### config.mk
export PLATFORM = sky130hd
export DESIGN_NAME = cpu_control_unit
export DESIGN_NICKNAME = d
export VERILOG_FILES = /design/src/rtl/cpu_control_unit.sv
export SDC_FILE = /design/constraint.sdc
export NUM_CORES = 1
export LEC_CHECK = 0
export ABC_AREA = 1
export ABC_CLOCK_PERIOD_IN_PS = 1500
export CORE_MARGIN = 1.5
export CORE_UTILIZATION = 30
export CTS_CLUSTER_SIZE = 30
export DETAILED_ROUTE_END_ITERATION = 16
export DONT_BUFFER_PORTS = 1
export PLACE_DENSITY = 0.43
export SLEW_MARGIN = 25
export SYNTH_ARGS = -nofsm -noshare
export SYNTH_HDL_FRONTEND = slang
export SYNTH_SLANG_ARGS = --single-unit
### constraint.sdc
create_clock -name clk -period 1.5 [get_ports clk]
set_clock_uncertainty 0.05 [all_clocks]
set_input_delay 0.15 -clock clk [delete_from_list [all_inputs] [get_ports clk]]
set_output_delay 0.15 -clock clk [all_outputs]
set_load 0.02 [all_outputs]
### src/rtl/cpu_control_unit.sv
// cpu_control_unit: multi-cycle fetch / decode / execute sequencer for the 8-bit CPU.
// Drives the ALU opcode, register-file selects and write strobe, latches ALU flags
// for conditional jumps, and owns the program counter and halt state.
// Optional build macro CPU_SINGLE_STEP_EN: adds input step_req; the FSM parks in IDLE
// before every instruction until step_req is sampled high.
module cpu_control_unit #(
    parameter int                ADDR_W   = 8,
    parameter logic [ADDR_W-1:0] RESET_PC = '0
) (
    input  logic              clk,
    input  logic              rst_n,
`ifdef CPU_SINGLE_STEP_EN
    input  logic              step_req,
`endif
    output logic              mem_req,
    output logic [ADDR_W-1:0] mem_addr,
    input  logic              mem_ready,
    input  logic [7:0]        mem_rdata,
    output logic [3:0]        alu_op,
    output logic [1:0]        rd_sel,
    output logic [1:0]        rs_sel,
    output logic              reg_we,
    output logic [1:0]        wb_sel,
    output logic [7:0]        imm_out,
    input  logic              zero_flag,
    input  logic              carry_flag,
    input  logic              overflow_flag,
    output logic [2:0]        flags_q,
    output logic [ADDR_W-1:0] pc,
    output logic              halted
);

    localparam logic [3:0] OP_LAST_ALU = 4'h8;
    localparam logic [3:0] OP_LDI      = 4'h9;
    localparam logic [3:0] OP_JMP      = 4'hA;
    localparam logic [3:0] OP_JZ       = 4'hB;
    localparam logic [3:0] OP_JC       = 4'hC;
    localparam logic [3:0] OP_MOV      = 4'hE;
    localparam logic [3:0] OP_HLT      = 4'hF;

    localparam logic [1:0] WB_ALU = 2'd0;
    localparam logic [1:0] WB_IMM = 2'd1;
    localparam logic [1:0] WB_RS  = 2'd2;

    localparam logic [ADDR_W-1:0] PC_ONE = ADDR_W'(1);

    typedef enum logic [2:0] {
        S_IDLE,
        S_FETCH,
        S_DECODE,
        S_FETCH2,
        S_EXECUTE,
        S_HALT
    } state_t;

    state_t            state_reg;
    logic [7:0]        ir_reg;
    logic [7:0]        imm_reg;
    logic [3:0]        opcode;
    logic              two_byte;
    logic              take_jump;
    logic              step_ok;
    logic [ADDR_W-1:0] jump_target;

    assign opcode   = ir_reg[7:4];
    assign rd_sel   = ir_reg[3:2];
    assign rs_sel   = ir_reg[1:0];
    assign imm_out  = imm_reg;
    // The fetch address is the PC itself, so it cannot move while a fetch waits.
    assign mem_addr = pc;

    assign two_byte  = (opcode >= OP_LDI) && (opcode <= OP_JC);
    assign take_jump = (opcode == OP_JMP)
                     || ((opcode == OP_JZ) && flags_q[0])
                     || ((opcode == OP_JC) && flags_q[1]);

`ifdef CPU_SINGLE_STEP_EN
    assign step_ok = step_req;
`else
    assign step_ok = 1'b1;
`endif

    // Jump target: the immediate byte truncated or zero-extended to the PC width.
    generate
        if (ADDR_W > 8) begin : g_pc_wide
            assign jump_target = {{(ADDR_W-8){1'b0}}, imm_reg};
        end else if (ADDR_W == 8) begin : g_pc_byte
            assign jump_target = imm_reg;
        end else begin : g_pc_narrow
            assign jump_target = imm_reg[ADDR_W-1:0];
        end
    endgenerate

    // Sequencer FSM; every output is set on the transition into the state that owns it.
    always_ff @(posedge clk or negedge rst_n) begin
        if (!rst_n) begin
            state_reg <= S_IDLE;
            pc        <= RESET_PC;
            ir_reg    <= '0;
            imm_reg   <= '0;
            flags_q   <= '0;
            mem_req   <= 1'b0;
            alu_op    <= '0;
            reg_we    <= 1'b0;
            wb_sel    <= WB_ALU;
            halted    <= 1'b0;
        end else begin
            case (state_reg)
                S_IDLE: begin
                    if (step_ok) begin
                        state_reg <= S_FETCH;
                        mem_req   <= 1'b1;
                    end
                end
                S_FETCH: begin
                    if (mem_ready) begin
                        ir_reg    <= mem_rdata;
                        pc        <= pc + PC_ONE;
                        mem_req   <= 1'b0;
                        state_reg <= S_DECODE;
                    end
                end
                S_DECODE: begin
                    if (two_byte) begin
                        state_reg <= S_FETCH2;
                        mem_req   <= 1'b1;
                    end else begin
                        state_reg <= S_EXECUTE;
                        if (opcode <= OP_LAST_ALU) begin
                            alu_op <= opcode;
                            reg_we <= 1'b1;
                            wb_sel <= WB_ALU;
                        end else if (opcode == OP_MOV) begin
                            reg_we <= 1'b1;
                            wb_sel <= WB_RS;
                        end
                    end
                end
                S_FETCH2: begin
                    if (mem_ready) begin
                        imm_reg   <= mem_rdata;
                        pc        <= pc + PC_ONE;
                        mem_req   <= 1'b0;
                        state_reg <= S_EXECUTE;
                        if (opcode == OP_LDI) begin
                            reg_we <= 1'b1;
                            wb_sel <= WB_IMM;
                        end
                    end
                end
                S_EXECUTE: begin
                    alu_op <= '0;
                    reg_we <= 1'b0;
                    wb_sel <= WB_ALU;
                    if (opcode <= OP_LAST_ALU) begin
                        flags_q <= {overflow_flag, carry_flag, zero_flag};
                    end
                    if (take_jump) begin
                        pc <= jump_target;
                    end
                    if (opcode == OP_HLT) begin
                        state_reg <= S_HALT;
                        halted    <= 1'b1;
                    end else begin
`ifdef CPU_SINGLE_STEP_EN
                        state_reg <= S_IDLE;
`else
                        state_reg <= S_FETCH;
                        mem_req   <= 1'b1;
`endif
                    end
                end
                S_HALT: begin
                    state_reg <= S_HALT;
                end
                default: begin
                    state_reg <= S_IDLE;
                    mem_req   <= 1'b0;
                    alu_op    <= '0;
                    reg_we    <= 1'b0;
                    wb_sel    <= WB_ALU;
                end
            endcase
        end
    end

endmodule

Word-level counts from Yosys, hierarchy flattened

Cells that the tools add are included.

Add/sub/neg operators: 1
$mul: 0
Divide/modulo/power cells: 0
Magnitude comparators: 3
Equality and inequality tests: 21
Shift-type cells: 0
Mux-type cells: 27
Bitwise gates (word level): 3
Reductions and logical operators: 19

Operators with widths:

| kind                                                            | count |
|---|---|
| 4-bit == test, second input constant                            | 6 |
| 3-bit one-hot mux with 6 select lines                           | 1 |
| 8-bit 2-to-1 mux                                                | 2 |
| 2-bit inequality test, second input constant                    | 8 |
| 8-bit one-hot mux with 2 select lines                           | 1 |
| 3-bit 2-to-1 mux                                                | 4 |
| 2-bit 2-to-1 mux                                                | 5 |
| 2-bit AND reduction                                             | 5 |
| 8-bit by 1-bit adder with 8-bit output, second input constant   | 1 |
| 4-bit <= comparator, second input constant                      | 2 |
| 1-bit 2-to-1 mux                                                | 8 |
| 4-bit 2-to-1 mux                                                | 2 |
| 4-bit one-hot mux with 2 select lines                           | 1 |
| 3-bit by 2-bit == test with 1-bit output, second input constant | 2 |
| 3-bit == test, second input constant                            | 2 |
| 2-bit one-hot mux with 3 select lines                           | 1 |
| 3-bit AND reduction                                             | 2 |
| 1-bit one-hot mux with 5 select lines                           | 1 |
| 5-bit AND reduction                                             | 1 |
| 4-bit >= comparator, second input constant                      | 1 |
| 4-bit AND reduction                                             | 1 |
| 4-bit OR reduction                                              | 1 |
| 3-bit by 1-bit == test with 1-bit output, second input constant | 1 |
| 1-bit logical AND                                               | 3 |
| other kinds (9)                                                 | 12 |

Register bits: 39
Latch bits: 0
Bits in writable memories: 0
Bits in read-only memories: 0
Bits of input ports: 14
Output and inout bits: 40
Word-level logic and storage cells: 84
Memories: 0

Depth between registers and ports, before layout

Word-level depth: 6
Depth in mapped cells: 9

Worst setup path after synthesis

Ideal clock, no wire load.

Path type: register -> register
From: register pc[0] (netlist: mem_addr[0])
To: register pc[2] (netlist: mem_addr[2])
Library setup time: 0.117 ns
Arrival time: 1.249 ns
Required time: 1.333 ns
Setup slack: 0.084 ns
Cell stages (with the launch flop): 7
Path buffers: 0
Clock period less this slack: 1.416 ns
Cells stage by stage: dfrtp_1 ha_1 or2_2 nand3_1 nand2_1 nand2_1 nand2_1

Cells in the longest elaborated chain, start to end: 3

RTL lines:

| element                                | line     | text |
|---|---|---|
| from (decl)                            | 29       | `output logic [ADDR_W-1:0] pc,` |
| from (signal assigned)                 | 118      | `pc <= pc + PC_ONE;` |
| from (signal assigned)                 | 142      | `pc <= pc + PC_ONE;` |
| from (signal assigned)                 | 159      | `pc <= jump_target;` |
| 8-bit by 1-bit adder with 8-bit output | 118, 142 |  |
| 8-bit 2-to-1 mux                       | 116, 140 |  |
| 8-bit one-hot mux with 2 select lines  | 108      | `case (state_reg)` |

No other way between the ends. The select of a mux whose other input is x is not followed.
A chain may end at the register's enable or synchronous reset.

Worst setup path in the final report

From: register state_reg[2]
To: register pc[1] (netlist: mem_addr[1])

Cells in the longest elaborated chain, start to end: 4

RTL lines:

| element                                                                                                        | line | text |
|---|---|---|
| from (decl)                                                                                                    | 56   | `state_t state_reg;` |
| from (signal assigned)                                                                                         | 97   | `state_reg <= S_IDLE;` |
| from (signal assigned)                                                                                         | 111  | `state_reg <= S_FETCH;` |
| from (signal assigned)                                                                                         | 120  | `state_reg <= S_DECODE;` |
| 3-bit by 2-bit == test with 1-bit output / 3-bit by 1-bit == test with 1-bit output (equally long branches)    | 108  |  |
| 2-bit OR reduction (no source line)                                                                            | -    |  |
| 2-bit by 1-bit inequality test with 1-bit output (no source line) / 2-bit nonzero test (equally long branches) | -    |  |
| 3-bit AND reduction (no source line)                                                                           | -    |  |

Several ways; a longest one is shown, not always the timed one.

==> results.sh <==
export IMPL_irDropWorstVdd_v=0.0005978
export IMPL_fp_dieH_um=86.98
export IMPL_yosysSeqAreaShare=0.4613
export IMPL_detail_route_first_pass_iterations=4
export IMPL_maxUsedRoutingLayer="met4"
export IMPL_cp_required_ns=1.64
export IMPL_hold_depth=2
export IMPL_cts_tree="built"
export IMPL_slew_viol_final=0
export IMPL_critPathMaxFanout=10
export IMPL_grt_pass1_vias=1630
export IMPL_met3_length_um=260
export IMPL_setup_slack_ns=0.1185
export IMPL_io_pins=54
export IMPL_status="finished, final reports clean"
export IMPL_antenna_found_initial=0
export IMPL_fp_dieW_um=86.98
export IMPL_drt_wl_total_mm=4.902
export IMPL_syn_area_um2=2116
export IMPL_tightest_slew_ns=0.2944
export IMPL_r2r_start="state_reg[2]"
export IMPL_post_cts_buffers=0
export IMPL_ys_types=28
export IMPL_hold_path_class="input pin to flop"
export IMPL_async_reset_ff_frac=1.000
export IMPL_fin_crit_sh=0.9210
export IMPL_htree_levels=2
export IMPL_start_util=0.3114
export IMPL_cts_buffers=5
export IMPL_core_um2=6794
export IMPL_r2r_slack_ns=0.12
export IMPL_cp_cell_sequence="inv_2 > nand2_4 > nor2_2 > a21oi_2 > nand2_4 > clkinv_4 > nand2_1 > nand2_1"
export IMPL_io_buffers=0
export IMPL_n_antenna_cell=0
export IMPL_area_growth_pct=19.46
export IMPL_total_power_mw=5.625
export IMPL_cts_buffer_depth=2
export IMPL_wl_met1_mm=2.435
export IMPL_syn_inst=274
export IMPL_synth_largest_area_cell="dfrtp_1"
export IMPL_yosysWarnings=0
export IMPL_final_setup_viol_count=0
export IMPL_synthFlopType="dfrtp_1"
export IMPL_hold_viol=0
export IMPL_route_detailed_drc=0
export IMPL_grt_pass1_wl_mm=8.280
export IMPL_finalWeightedCongestion=0.8493
export IMPL_critPathArrivalTime_ns=1.52
export IMPL_powerDensity_nw_per_um2=2225
export IMPL_drtIter0Drc=50
export IMPL_crit_slowest_cell="dfrtp_2"
export IMPL_grt_max_degree=40
export IMPL_crit_path_max_incr_delay_ns=0.48
export IMPL_fin_nets=309
export IMPL_max_cap_viol_count=0
export IMPL_vias_per_cell=4.317
export IMPL_start_kind="flop"
export IMPL_slew_headroom=0.8024
export IMPL_ys_ff_latch=39
export IMPL_num_vias=1688
export IMPL_period_needed_ns=1.381
export IMPL_worst_setup_path_end_kind="flop"
export IMPL_clk_pin_slew_ns=0.08
export IMPL_dp_cells=370
export IMPL_syn_area_per_cell_um2=7.722
export IMPL_track_usage=0.1429
export IMPL_p_leak_nw=1.291
export IMPL_worstSkewPairLatency_ns=0.30
export IMPL_utilization=0.3720
export IMPL_post_place_ws_ns=0.04982
export IMPL_drtAntennaViolNets=0
export IMPL_synth_nets=289
export IMPL_whs_endpoint="ir_reg[7]"
export IMPL_drive_above_1_share=0.2068
export IMPL_cts_sinks=39
export IMPL_final_cells=391
export IMPL_dp_hpwl_mm=3.568
export IMPL_timing_fmax_mhz=723.9
export IMPL_grt_ovfl_total=0
export IMPL_synth_area_leaders="dfrtp_1 46%, nand2_1 19%, nand3_1 5.2%, buf_4 4.3%, inv_1 4.3%"
export IMPL_holdCritStartpoint="mem_rdata[7]"
export IMPL_cts_root_buf="clkbuf_8"
export IMPL_synth_top_area_frac=0.4613
export IMPL_met2_wirelength_mm=2.136
export IMPL_rows=30
export IMPL_wl_per_cell_um=12.54
export IMPL_r2r_end="mem_addr[1]"
export IMPL_reg2reg_depth=8
export IMPL_die_area_um2=7566
export IMPL_synth_edff_count=0
export IMPL_crit_type="flop to flop"
-- cell families after synthesis --
group,share of synthesized area
AOI/OAI and AO/OA,0.09521
adders and majority gates,0.005913
buffers and inverters,0.1171
DFF,0.4613
and+or+nand+nor,0.3205
-- cells in the mapped netlist (2+ instances only) --
cell,instances
dfrtp_1,39
nand2_4,2
nand2_2,3
inv_2,4
a21oi_1,4
inv_1,24
nor2_4,2
nor2_1,14
buf_6,3
nand3_1,22
nand2_1,108
o21ai_2,8
o21ai_1,5
buf_4,12
o21ai_0,11
-- cells in the final DEF (no fill, tap or decap), drive strengths merged --
cell type	synthesis	routed
a21oi	5	5
o21ai	24	24
inv	28	28
dlygate4sd3	0	12
nand2	113	113
clkinv	1	2
o211ai	1	1
nand4	1	1
o21bai	1	1
or2	1	1
clkbuf	1	6
dfrtp	39	39
ha	1	1
nand3	24	24
bufinv	0	1
buf	16	18
a21o	1	1
nor2	17	17
-- power by group --
part | total [mW] | leakage (nW) | switching (mW) | internal (mW)
clock network | 0.922 | 0.0612 | 0.383 | 0.539
logic | 2.37 | 0.737 | 1.49 | 0.881
registers | 2.33 | 0.492 | 0.810 | 1.52
-- layer usage --
metal | global-route usage | up-vias
met5 | 0 | -
met1 | 0.2018 | 746
met3 | 0.03981 | 8
met4 | 0.04545 | 0
met2 | 0.2107 | 41
li1 | - | 893
-- what timing repair did --
item,in CTS,in global routing
hold buffers,13,0
setup endpoints to repair,0,14
gates resized for setup,0,12
endpoints found under the hold margin,55,0
-- worst max-delay path by stage --
stage                      start  depth (start not counted)  slack, ns           to
detailed placement  state_reg[2]                          6       0.05       reg_we
floorplan            mem_addr[0]                          6       0.08  mem_addr[2]
global placement    state_reg[2]                          6       0.05       reg_we
finish              state_reg[2]                          8       0.12  mem_addr[1]
global route        state_reg[2]                          7    -0.0005       reg_we
CTS                 state_reg[2]                          7       0.04       reg_we
-- final cells by class --
cell class              count  area (um^2)
fillers                   725         4267
flip-flops and latches     39        980.9
multi-input cells         189        912.1
repair buffers             30        280.3
well taps                  96        120.1
inverters                  29        116.4
clock buffers               6        82.58
clock inverters             2        35.03
-- per-stage QoR --
stage / area, um^2 / setup TNS (ns) / hold WS, ns
global placement: 2242 / 0 / -0.1937
floorplan: 2116 / 0 / -0.1956
CTS: 2500 / 0 / 0.005902
finish: 2527 / 0 / 0.01096
global route: 2527 / -0.0005154 / 0.008676
detailed placement: 2242 / 0 / -0.1936
-- worst max-delay path: cells and delay by family, from the launching register on --
family	cells	cell delay [ns]
buffers and inverters	2	0.20
flip-flops	1	0.48
AO/OA/AOI/OAI	1	0.06
AND/OR/NAND/NOR	5	0.49
No activity file was read; power rests on OpenSTA's default activity.
